--- config.mk ---
export PLATFORM = sky130hd
export DESIGN_NAME = alu_md
export DESIGN_NICKNAME = d
export VERILOG_FILES = /design/src/rtl/alu_md.sv
export SDC_FILE = /design/constraint.sdc
export NUM_CORES = 2
export LEC_CHECK = 0
export CORE_UTILIZATION = 29
export DETAILED_ROUTE_END_ITERATION = 10
export SYNTH_ARGS = -nofsm -noshare
export SYNTH_HDL_FRONTEND = slang
export SYNTH_SLANG_ARGS = --single-unit
--- constraint.sdc ---
create_clock -name clk -period 8.2 [get_ports clk]
set_input_delay 1.64 -clock clk [delete_from_list [all_inputs] [get_ports clk]]
set_output_delay 1.64 -clock clk [all_outputs]
set_load 0.1 [all_outputs]
--- src/rtl/alu_md.sv ---
// alu_md: execute-stage ALU with an iterative shift-add multiplier, a restoring
// divider and architectural HI/LO registers. Single-cycle ops return a
// registered result one cycle after acceptance. MULT/MULTU/DIV/DIVU take WIDTH
// cycles and hold off issue while they run.
module alu_md #(
  parameter int WIDTH = 32
) (
  input  logic             clk,
  input  logic             rst_n,
  input  logic             in_valid,
  output logic             in_ready,
  input  logic [4:0]       op,
  input  logic [WIDTH-1:0] in0,
  input  logic [WIDTH-1:0] in1,
  output logic             out_valid,
  input  logic             out_ready,
  output logic [WIDTH-1:0] out,
  output logic             overflow,
  output logic             zero,
  output logic             carryout,
  output logic             div_zero,
  output logic             busy
);

  localparam int SHW = $clog2(WIDTH);

  localparam logic [4:0] OP_ADD   = 5'd0;
  localparam logic [4:0] OP_ADDU  = 5'd1;
  localparam logic [4:0] OP_SUB   = 5'd2;
  localparam logic [4:0] OP_SUBU  = 5'd3;
  localparam logic [4:0] OP_AND   = 5'd4;
  localparam logic [4:0] OP_OR    = 5'd5;
  localparam logic [4:0] OP_XOR   = 5'd6;
  localparam logic [4:0] OP_NOR   = 5'd7;
  localparam logic [4:0] OP_SLT   = 5'd8;
  localparam logic [4:0] OP_SLTU  = 5'd9;
  localparam logic [4:0] OP_SLLV  = 5'd10;
  localparam logic [4:0] OP_SRLV  = 5'd11;
  localparam logic [4:0] OP_SRAV  = 5'd12;
  localparam logic [4:0] OP_MULT  = 5'd13;
  localparam logic [4:0] OP_MULTU = 5'd14;
  localparam logic [4:0] OP_DIV   = 5'd15;
  localparam logic [4:0] OP_DIVU  = 5'd16;
  localparam logic [4:0] OP_MFHI  = 5'd17;
  localparam logic [4:0] OP_MFLO  = 5'd18;
  localparam logic [4:0] OP_MTHI  = 5'd19;
  localparam logic [4:0] OP_MTLO  = 5'd20;

  localparam logic [WIDTH-1:0]   ZERO_W = {WIDTH{1'b0}};
  localparam logic [WIDTH-1:0]   ONES_W = {WIDTH{1'b1}};
  localparam logic [WIDTH-1:0]   ONE_W  = {{(WIDTH-1){1'b0}}, 1'b1};
  localparam logic [2*WIDTH-1:0] ONE_2W = {{(2*WIDTH-1){1'b0}}, 1'b1};
  localparam logic [SHW-1:0]     CNT_LAST = SHW'(WIDTH - 1);

  // The final RUN edge doubles as the DONE step: it commits HI/LO and raises
  // out_valid, so the result appears exactly WIDTH edges after acceptance.
  typedef enum logic [0:0] {
    ST_IDLE = 1'b0,
    ST_RUN  = 1'b1
  } state_t;

  state_t           state_r;
  logic [SHW-1:0]   cnt_r;
  logic [WIDTH-1:0] acc_hi_r;    // partial product high half / partial remainder
  logic [WIDTH-1:0] acc_lo_r;    // multiplier bits / dividend bits becoming quotient
  logic [WIDTH-1:0] opb_r;       // multiplicand or divisor magnitude
  logic [WIDTH-1:0] a_r;         // raw in0, needed for the divide-by-zero HI value
  logic             is_div_r;
  logic             res_neg_r;   // negate product / quotient at the end
  logic             rem_neg_r;   // remainder takes dividend sign
  logic             dz_r;
  logic [WIDTH-1:0] hi_r;
  logic [WIDTH-1:0] lo_r;
  logic [WIDTH-1:0] out_r;
  logic             ovf_r;
  logic             zero_r;
  logic             cout_r;
  logic             dz_out_r;
  logic             out_valid_r;
  logic             busy_r;

  logic             in_ready_s;
  logic             accept_s;
  logic [WIDTH:0]   sum_s;
  logic [WIDTH:0]   diff_s;
  logic [WIDTH-1:0] res_s;
  logic             ovf_s;
  logic             cout_s;
  logic             zero_s;
  logic             valid_op_s;
  logic             md_op_s;
  logic             is_div_op_s;
  logic             signed_op_s;
  logic             a_neg_s;
  logic             b_neg_s;
  logic [WIDTH-1:0] a_mag_s;
  logic [WIDTH-1:0] b_mag_s;

  logic [WIDTH:0]     msum_s;
  logic [WIDTH-1:0]   mhi_s;
  logic [WIDTH-1:0]   mlo_s;
  logic [WIDTH:0]     shifted_s;
  logic [WIDTH:0]     trial_s;
  logic [WIDTH-1:0]   dhi_s;
  logic [WIDTH-1:0]   dlo_s;
  logic [WIDTH-1:0]   step_hi_s;
  logic [WIDTH-1:0]   step_lo_s;
  logic [2*WIDTH-1:0] prod_s;
  logic [2*WIDTH-1:0] prod_fix_s;
  logic [WIDTH-1:0]   quo_s;
  logic [WIDTH-1:0]   rem_s;
  logic [WIDTH-1:0]   fin_hi_s;
  logic [WIDTH-1:0]   fin_lo_s;

  assign in_ready_s = !busy_r && (!out_valid_r || out_ready);
  assign accept_s   = in_valid && in_ready_s;

  assign in_ready  = in_ready_s;
  assign out_valid = out_valid_r;
  assign out       = out_r;
  assign overflow  = ovf_r;
  assign zero      = zero_r;
  assign carryout  = cout_r;
  assign div_zero  = dz_out_r;
  assign busy      = busy_r;

  // Single-cycle result and flags for the presented operation.
  always_comb begin
    sum_s      = {1'b0, in0} + {1'b0, in1};
    diff_s     = {1'b0, in0} - {1'b0, in1};
    res_s      = ZERO_W;
    ovf_s      = 1'b0;
    cout_s     = 1'b0;
    valid_op_s = 1'b1;
    case (op)
      OP_ADD: begin
        res_s = sum_s[WIDTH-1:0];
        ovf_s = (in0[WIDTH-1] == in1[WIDTH-1]) && (sum_s[WIDTH-1] != in0[WIDTH-1]);
      end
      OP_ADDU: begin
        res_s  = sum_s[WIDTH-1:0];
        cout_s = sum_s[WIDTH];
      end
      OP_SUB: begin
        res_s = diff_s[WIDTH-1:0];
        ovf_s = (in0[WIDTH-1] != in1[WIDTH-1]) && (diff_s[WIDTH-1] != in0[WIDTH-1]);
      end
      OP_SUBU: begin
        res_s  = diff_s[WIDTH-1:0];
        cout_s = diff_s[WIDTH];   // borrow: set exactly when in0 < in1 unsigned
      end
      OP_AND:  res_s = in0 & in1;
      OP_OR:   res_s = in0 | in1;
      OP_XOR:  res_s = in0 ^ in1;
      OP_NOR:  res_s = ~(in0 | in1);
      OP_SLT:  res_s = {{(WIDTH-1){1'b0}}, ($signed(in0) < $signed(in1))};
      OP_SLTU: res_s = {{(WIDTH-1){1'b0}}, (in0 < in1)};
      OP_SLLV: res_s = in1 << in0[SHW-1:0];
      OP_SRLV: res_s = in1 >> in0[SHW-1:0];
      OP_SRAV: res_s = $signed(in1) >>> in0[SHW-1:0];
      OP_MULT, OP_MULTU, OP_DIV, OP_DIVU: res_s = ZERO_W;
      OP_MFHI: res_s = hi_r;
      OP_MFLO: res_s = lo_r;
      OP_MTHI, OP_MTLO: res_s = in0;
      default: valid_op_s = 1'b0;   // reserved codes: zero result, all flags clear
    endcase
    zero_s = valid_op_s && (res_s == ZERO_W);
  end

  // Operand decode for the iterative unit: sign handling works on magnitudes.
  always_comb begin
    md_op_s     = (op == OP_MULT) || (op == OP_MULTU) || (op == OP_DIV) || (op == OP_DIVU);
    is_div_op_s = (op == OP_DIV) || (op == OP_DIVU);
    signed_op_s = (op == OP_MULT) || (op == OP_DIV);
    a_neg_s     = signed_op_s && in0[WIDTH-1];
    b_neg_s     = signed_op_s && in1[WIDTH-1];
    a_mag_s     = a_neg_s ? (~in0 + ONE_W) : in0;
    b_mag_s     = b_neg_s ? (~in1 + ONE_W) : in1;
  end

  // One multiply/divide iteration plus the sign/zero-divisor fix-up applied on
  // the last iteration.
  always_comb begin
    // shift-add: add multiplicand when the current multiplier bit is set
    msum_s = {1'b0, acc_hi_r} + (acc_lo_r[0] ? {1'b0, opb_r} : {(WIDTH+1){1'b0}});
    mhi_s  = msum_s[WIDTH:1];
    mlo_s  = {msum_s[0], acc_lo_r[WIDTH-1:1]};
    // restoring divide: keep the trial subtraction only when it does not go negative
    shifted_s = {acc_hi_r, acc_lo_r[WIDTH-1]};
    trial_s   = shifted_s - {1'b0, opb_r};
    dhi_s     = trial_s[WIDTH] ? shifted_s[WIDTH-1:0] : trial_s[WIDTH-1:0];
    dlo_s     = {acc_lo_r[WIDTH-2:0], ~trial_s[WIDTH]};
    step_hi_s = is_div_r ? dhi_s : mhi_s;
    step_lo_s = is_div_r ? dlo_s : mlo_s;

    prod_s     = {mhi_s, mlo_s};
    prod_fix_s = res_neg_r ? (~prod_s + ONE_2W) : prod_s;
    quo_s      = res_neg_r ? (~dlo_s + ONE_W) : dlo_s;
    rem_s      = rem_neg_r ? (~dhi_s + ONE_W) : dhi_s;

    if (!is_div_r) begin
      fin_hi_s = prod_fix_s[2*WIDTH-1:WIDTH];
      fin_lo_s = prod_fix_s[WIDTH-1:0];
    end else if (dz_r) begin
      fin_hi_s = a_r;
      fin_lo_s = ONES_W;
    end else begin
      fin_hi_s = rem_s;
      fin_lo_s = quo_s;
    end
  end

  // Issue/iterate FSM, HI/LO state and the registered result with its flags.
  always_ff @(posedge clk or negedge rst_n) begin
    if (!rst_n) begin
      state_r     <= ST_IDLE;
      cnt_r       <= {SHW{1'b0}};
      acc_hi_r    <= ZERO_W;
      acc_lo_r    <= ZERO_W;
      opb_r       <= ZERO_W;
      a_r         <= ZERO_W;
      is_div_r    <= 1'b0;
      res_neg_r   <= 1'b0;
      rem_neg_r   <= 1'b0;
      dz_r        <= 1'b0;
      hi_r        <= ZERO_W;
      lo_r        <= ZERO_W;
      out_r       <= ZERO_W;
      ovf_r       <= 1'b0;
      zero_r      <= 1'b0;
      cout_r      <= 1'b0;
      dz_out_r    <= 1'b0;
      out_valid_r <= 1'b0;
      busy_r      <= 1'b0;
    end else begin
      if (out_valid_r && out_ready) begin
        out_valid_r <= 1'b0;
      end
      case (state_r)
        ST_IDLE: begin
          if (accept_s) begin
            if (md_op_s) begin
              state_r   <= ST_RUN;
              busy_r    <= 1'b1;
              cnt_r     <= CNT_LAST;
              acc_hi_r  <= ZERO_W;
              acc_lo_r  <= is_div_op_s ? a_mag_s : b_mag_s;
              opb_r     <= is_div_op_s ? b_mag_s : a_mag_s;
              a_r       <= in0;
              is_div_r  <= is_div_op_s;
              res_neg_r <= a_neg_s ^ b_neg_s;
              rem_neg_r <= a_neg_s;
              dz_r      <= is_div_op_s && (in1 == ZERO_W);
            end else begin
              out_r       <= res_s;
              ovf_r       <= ovf_s;
              cout_r      <= cout_s;
              zero_r      <= zero_s;
              dz_out_r    <= 1'b0;
              out_valid_r <= 1'b1;
              if (op == OP_MTHI) begin
                hi_r <= in0;
              end
              if (op == OP_MTLO) begin
                lo_r <= in0;
              end
            end
          end
        end
        ST_RUN: begin
          acc_hi_r <= step_hi_s;
          acc_lo_r <= step_lo_s;
          if (cnt_r == {SHW{1'b0}}) begin
            state_r     <= ST_IDLE;
            busy_r      <= 1'b0;
            hi_r        <= fin_hi_s;
            lo_r        <= fin_lo_s;
            out_r       <= fin_lo_s;
            ovf_r       <= 1'b0;
            cout_r      <= 1'b0;
            zero_r      <= (fin_lo_s == ZERO_W);
            dz_out_r    <= is_div_r && dz_r;
            out_valid_r <= 1'b1;
          end else begin
            cnt_r <= cnt_r - {{(SHW-1){1'b0}}, 1'b1};
          end
        end
        default: begin
          state_r <= ST_IDLE;
          busy_r  <= 1'b0;
        end
      endcase
    end
  end

endmodule

[Yosys cells after proc, flatten, opt, wreduce, memory -nomap -nowiden]
Cells that the tools add are included.
Cells by class
  reduce and logical (&&, ||, !) cells: 34
  multiplexer cells: 69
  equal/unequal tests: 31
  shift operators: 3
  div/mod/pow operators: 0
  order comparisons: 2
  add/sub/neg operators: 10
  $mul: 0
  bitwise operators: 12
Operators by type and width (number)
  2-to-1 mux 32 bit: 28
  case mux 32 bit (14 select lines): 1
  case mux 32 bit (2 select lines): 5
  inverter 32 bit: 5
  adder 32 x 1 -> 32 bit (second input constant): 4
  logical NOT 32 bit: 3
  adder 32 x 32 -> 33 bit: 2
  adder 64 x 1 -> 64 bit (second input constant): 1
  less-than comparator 32 bit: 2
  2-to-1 mux 64 bit: 1
  inverter 64 bit: 1
  == test 5 x 4 -> 1 bit (second input constant): 8
  subtractor 32 x 32 -> 33 bit: 1
  subtractor 33 x 32 -> 33 bit: 1
  bitwise AND 32 bit: 1
  bitwise OR 32 bit: 1
  << shifter 32 x 5 -> 32 bit: 1
  >> shifter 32 x 5 -> 32 bit: 1
  >>> shifter 32 x 5 -> 32 bit: 1
  XOR 32 bit: 1
  == test 5 bit (second input constant): 5
  2-to-1 mux 1 bit: 21
  OR reduction 21 bit: 1
  == test 5 x 3 -> 1 bit (second input constant): 4
  20 further kinds: 61
Word-level totals
  bits in registers: 240
  bits in latches: 0
  logic and storage cells: 180
  memories kept: 0
  bits in writable memories: 0
  bits in read-only memories: 0
  output and inout bits: 39
  input port bits: 73

[Logic depth before layout (Yosys ltp)]
  depth after elaboration: 10
  mapped depth: 25

[Least setup slack after synthesis]
Ideal clock, no wire load.
  path kind: input-to-reg
  start point: input in0[2]
  end point: register zero_r, in the netlist zero
  slack: 1.478 ns
  library setup time: 0.080 ns
  stages on the path: 19
  data required time: 8.120 ns
  data arrival time: 6.642 ns
  path through: buf_2 > buf_1 > inv_1 > clkbuf_1 > buf_1 > buf_2 > ha_1 > clkbuf_1 > or4_1 > a311oi_1 > a211oi_1 > o31ai_1 > a21boi_0 > a211o_1 > a21bo_2 > or4_1 > nor4_1 > nand3_1 > o211ai_2
Between the ends
  cells in the longest elaborated chain, start to end: 8
  elaborated cells between the ends (all ways): 17
  those cells by class: add/sub: 2; order compare: 2; shift: 3; mux: 4; bitwise: 4; reduce/logical: 2
Ends and longest elaborated chain
  from (decl): line 13  | input logic [WIDTH-1:0] in0,
  parallel branches: the longest is 2 deep, another holds subtractor 32 x 32 -> 33 bit
  case mux 32 bit (14 select lines) (*): line 135  | case (op)
  logical NOT 32 bit (*): line 167  | zero_s = valid_op_s && (res_s == ZERO_W);
  logical AND 1 bit (*): line 167
  2-to-1 mux 1 bit (*): line 242  | if (md_op_s) begin
  2-to-1 mux 1 bit (*): line 241  | if (accept_s) begin
  case mux 1 bit (2 select lines) (*): line 239  | case (state_r)
  to (signal assigned): line 258  | zero_r <= zero_s;
  to (signal assigned): line 281  | zero_r <= (fin_lo_s == ZERO_W);
  to (decl): line 76  | logic zero_r;
Mark *: on every way between the ends. The select of a mux whose other input is x is not followed.
A chain may end at the register's enable or synchronous reset.

[Worst setup path in the final report]
  start point: register acc_lo_r[31]
  end point: register zero_r, in the netlist zero
Between the ends
  cells in the longest elaborated chain, start to end: 10
  elaborated cells between the ends (all ways): 13
  those cells by class: add/sub: 3; mux: 6; bitwise: 3; reduce/logical: 1
Ends and longest elaborated chain
  from (decl): line 65  | logic [WIDTH-1:0] acc_lo_r;
  from (signal assigned): line 247  | acc_lo_r <= is_div_op_s ? a_mag_s : b_mag_s;
  from (signal assigned): line 272  | acc_lo_r <= step_lo_s;
  subtractor 33 x 32 -> 33 bit: line 190  | trial_s = shifted_s - {1'b0, opb_r};
  inverter 1 bit: line 192  | dlo_s = {acc_lo_r[WIDTH-2:0], ~trial_s[WIDTH]};
  inverter 32 bit: line 198  | quo_s = res_neg_r ? (~dlo_s + ONE_W) : dlo_s;
  adder 32 x 1 -> 32 bit: line 198
  2-to-1 mux 32 bit: line 198
  2-to-1 mux 32 bit: line 204  | end else if (dz_r) begin
  2-to-1 mux 32 bit (*): line 201  | if (!is_div_r) begin
  logical NOT 32 bit (*): line 281
  2-to-1 mux 1 bit (*): line 273  | if (cnt_r == {SHW{1'b0}}) begin
  case mux 1 bit (2 select lines) (*): line 239
Mark *: on every way between the ends. The rest lies on a longest branch, timed or not. The select of a mux whose other input is x is not followed.

==> flow_metrics.env <==
export IMPL_outcome="completed"
export IMPL_final_min_clock_period_ns=7.17
export IMPL_synth_ff_type="dfrtp_1"
export IMPL_cts_resized=0
export IMPL_ys_warn_count=0
export IMPL_die_w_um=331
export IMPL_overflow=0
export IMPL_clock_path_buffers=3
export IMPL_vias=36100
export IMPL_wirelength_um=176000
export IMPL_grt_max_degree=139
export IMPL_cp_num_buf_inv=3
export IMPL_crit_slowest_cell="nor4b_2"
export IMPL_synth_edf_count=0
export IMPL_timing_fmax_mhz=139
export IMPL_synth_top_area_share=0.191
export IMPL_drv_slew=0
export IMPL_vias_per_cell=6.34
export IMPL_synth_fp_nets=4556
export IMPL_ant_nets=0
export IMPL_finalSetupViolCount=0
export IMPL_grt_setup_unrepaired="false"
export IMPL_tns_ns=0
export IMPL_seqPwrFrac=0.197
export IMPL_critPathMaxFanout=7
export IMPL_seqCellArea_um2=6010
export IMPL_finalPower_mw=12.0
export IMPL_fin_ws_ns=1.03
export IMPL_synth_simple_area_share=0.220
export IMPL_p_int_mw=5.26
export IMPL_first_global_vias=33100
export IMPL_ys_ff_latch=240
export IMPL_peakVddDrop_uv=266
export IMPL_tightest_slew_ns=1.39
export IMPL_critPathArrivalTime_ns=7.68
export IMPL_skew_ns=0.0434
export IMPL_yosysSeqAreaShare=0.191
export IMPL_p_sw_frac=0.563
export IMPL_cts_tree="built"
export IMPL_synth_area_um2=31400
export IMPL_multi_input_area_um2=23500
export IMPL_synth_most_common_cell="nor2_1"
export IMPL_track_usage=0.308
export IMPL_p_leak_nw=14.1
export IMPL_place_congestion=1.06
export IMPL_p_comb_frac=0.662
export IMPL_crit_required_ns=8.71
export IMPL_async_flop_share=1.00
export IMPL_fillCellCount=11600
export IMPL_postSynthAreaPerCell_um2=7.30
export IMPL_nets=4506
export IMPL_io_buffers=111
export IMPL_io_pins=112
export IMPL_path_class="reg -> reg"
export IMPL_crit_path_cell_trace="inv_1 -> ha_1 -> inv_1 -> fa_1 -> a211oi_2 -> nor4b_2 -> o2111ai_1 -> a21o_1 -> a21oi_2 -> nor2_4 -> inv_2 -> ha_1 -> nand3_1 -> o31ai_1 -> xor2_1 -> a22oi_1 -> or4_1 -> or4_1 -> nor3_2 -> nand4b_1 -> nor4_2 -> nand4b_1 -> o211ai_2"
export IMPL_cts_root_buf="clkbuf_16"
export IMPL_hold_violations=0
export IMPL_max_cap_violations=0
export IMPL_p_clk_frac=0.140
export IMPL_yosys_top_cells_area="dfrtp_1 19%, ha_1 6.8%, nor2_1 5.5%, o21ai_0 5.5%, nand2_1 5.4%"
export IMPL_place_hpwl_um=139000
export IMPL_cts_sinks=240
export IMPL_syn_to_final_growth_pct=12.6
export IMPL_hold_ws_ns=0.478
export IMPL_drive_above_1_share=0.0985
export IMPL_netlist_instances=4309
export IMPL_design_core_area_um2=107000
export IMPL_crit_path_start_kind="flop"
export IMPL_num_rows=120
export IMPL_antenna_found_initial=15
export IMPL_ys_types=107
export IMPL_cts_buffers=34
export IMPL_slew_limit_headroom=0.0664
export IMPL_dieArea_um2=110000
export IMPL_p_per_area_nw_per_um2=340
export IMPL_firstDrtPassIters=9
export IMPL_clk_pin_slew_ns=0.07
export IMPL_p_switching_mw=6.78
export IMPL_timing_final_crit_share=0.874
export IMPL_wl_per_cell_um=31.0
export IMPL_postCtsHoldBufs=0
export IMPL_postCtsSetupBuffers=0
export IMPL_drc_errors=0
export IMPL_post_place_ws_ns=1.01
export IMPL_grt_pass1_wl_um=248000
export IMPL_initial_core_util=0.293
export IMPL_insertion_delay_ns=0.58
export IMPL_crit_family="simple AND/OR/NAND/NOR gates"
export IMPL_synth_compound_area_frac=0.306
export IMPL_synth_top_area_cell="dfrtp_1"
export IMPL_first_iter_violations=5138
export IMPL_synth_xor_area_share=0.0691
export IMPL_synthTopCellsByCount="464 x nor2_1, 449 x nand2_1, 345 x o21ai_0"
export IMPL_hold_class="reg -> reg"
export IMPL_fin_util=0.330
export IMPL_fp_dieH_um=331
export IMPL_synth_mux_area_frac=0.0810
export IMPL_cp_end_kind="flop"
export IMPL_max_stage_delay_ns=0.69
export IMPL_htree_levels=2
export IMPL_synth_fa_ha_area_frac=0.0702
export IMPL_synth_top_family_by_area="compound AO/OA/AOI/OAI gates"
==> cells by family (layout without fill, tap and decap cells) <==
group,count (synthesis),after routing
compound gates,1449,1449
xor+xnor,248,248
fa+ha+maj,174,174
buf+inv,514,490
flops,240,240
mux,212,212
other cells,0,7
simple gates,1472,1472
==> stage by stage <==
stage / instance area [um^2] / cells
floorplan: 31400 / 4309
global placement: 34200 / 5626
detailed placement: 34200 / 5626
CTS: 35400 / 5688
global route: 35400 / 5691
finish: 35400 / 5695
==> worst paths after layout <==
| check | slack, ns | startpoint | end | cells after the start |
|---|---|---|---|---|
| max in group asynchronous | 5.72 | rst_n | res_neg_r | 2 |
| hold reg to reg | 0.48 | a_r[12] | a_r[12] | 2 |
| min in group asynchronous | 1.09 | rst_n | acc_hi_r[26] | 1 |
| hold / removal | 0.48 | a_r[12] | a_r[12] | 2 |
| setup / recovery | 1.03 | acc_lo_r[31] | zero | 23 |
| setup reg to reg | 1.03 | acc_lo_r[31] | zero | 23 |
==> placed cells by master (no fill, tap or decap), types with 30 or more instances in the layout <==
master           synthesis  layout
nor2_1                 464     458
nand2_1                449     448
o21ai_0                345     344
a21oi_1                336     335
dfrtp_1                240     237
ha_1                   170     170
inv_1                  159     156
buf_4                    0     153
xnor2_1                146     146
mux2i_1                123     123
nand3_1                107     107
clkdlybuf4s50_1          0     104
xor2_1                 102     102
nor3_1                  96      93
a211oi_1                91      91
o211ai_1                79      79
mux2_2                  61      61
a22oi_1                 57      57
a31oi_1                 55      55
nand4_1                 54      54
o31ai_1                 53      53
a21o_1                  48      48
nor4_1                  44      42
nor2b_1                 35      35
clkbuf_16                0      34
a221oi_1                30      30
==> power groups by stage <==
stage | sequential [mW] | clock (mW) | combinational [mW]
detailed placement | 2.36 | 0 | 7.77
global placement | 2.35 | 0 | 7.71
CTS | 2.35 | 1.70 | 7.80
floorplan | 2.40 | 0 | 5.12
finish | 2.38 | 1.69 | 7.97
global route | 2.41 | 1.74 | 8.53
==> flip-flops by register name, indices dropped and copies added, names as in the netlist <==
signal,flops
a_r,32
acc_hi_r,32
acc_lo_r,32
busy,1
carryout,1
cnt_r,5
div_zero,1
dz_r,1
hi_r,32
is_div_r,1
lo_r,32
opb_r,32
out,32
out_valid,1
overflow,1
rem_neg_r,1
res_neg_r,1
state_r,1
zero,1
==> worst reg2reg max path, delay by kind of cell (launching register included) <==
kind / cells / cell delay [ns]
xor gates and xnor gates: 1 / 0.18
and+or+nand+nor: 9 / 2.98
buffers and inverters: 3 / 0.35
adders and majority gates: 3 / 0.90
DFF: 1 / 0.40
AOI/OAI and AO/OA: 7 / 2.26
==> layout make-up <==
class	count	share of cell area
diodes	7	0.000494
clock buffers	41	0.0265
clock inverters	21	0.00841
inverters	164	0.0174
multi-input cells	3555	0.664
flip-flops and latches	240	0.170
well taps	1403	0.0496
repair buffers	264	0.0635
==> per-layer routing <==
metal  routed length, um  vias up  track usage
li1                    -    15800            -
met2               73800     2253        0.454
met4                7900        4        0.126
met3               20200      373       0.0755
met1               74600    17700        0.426
met5                  28        -            0
Power figures use the tool's default switching activity.
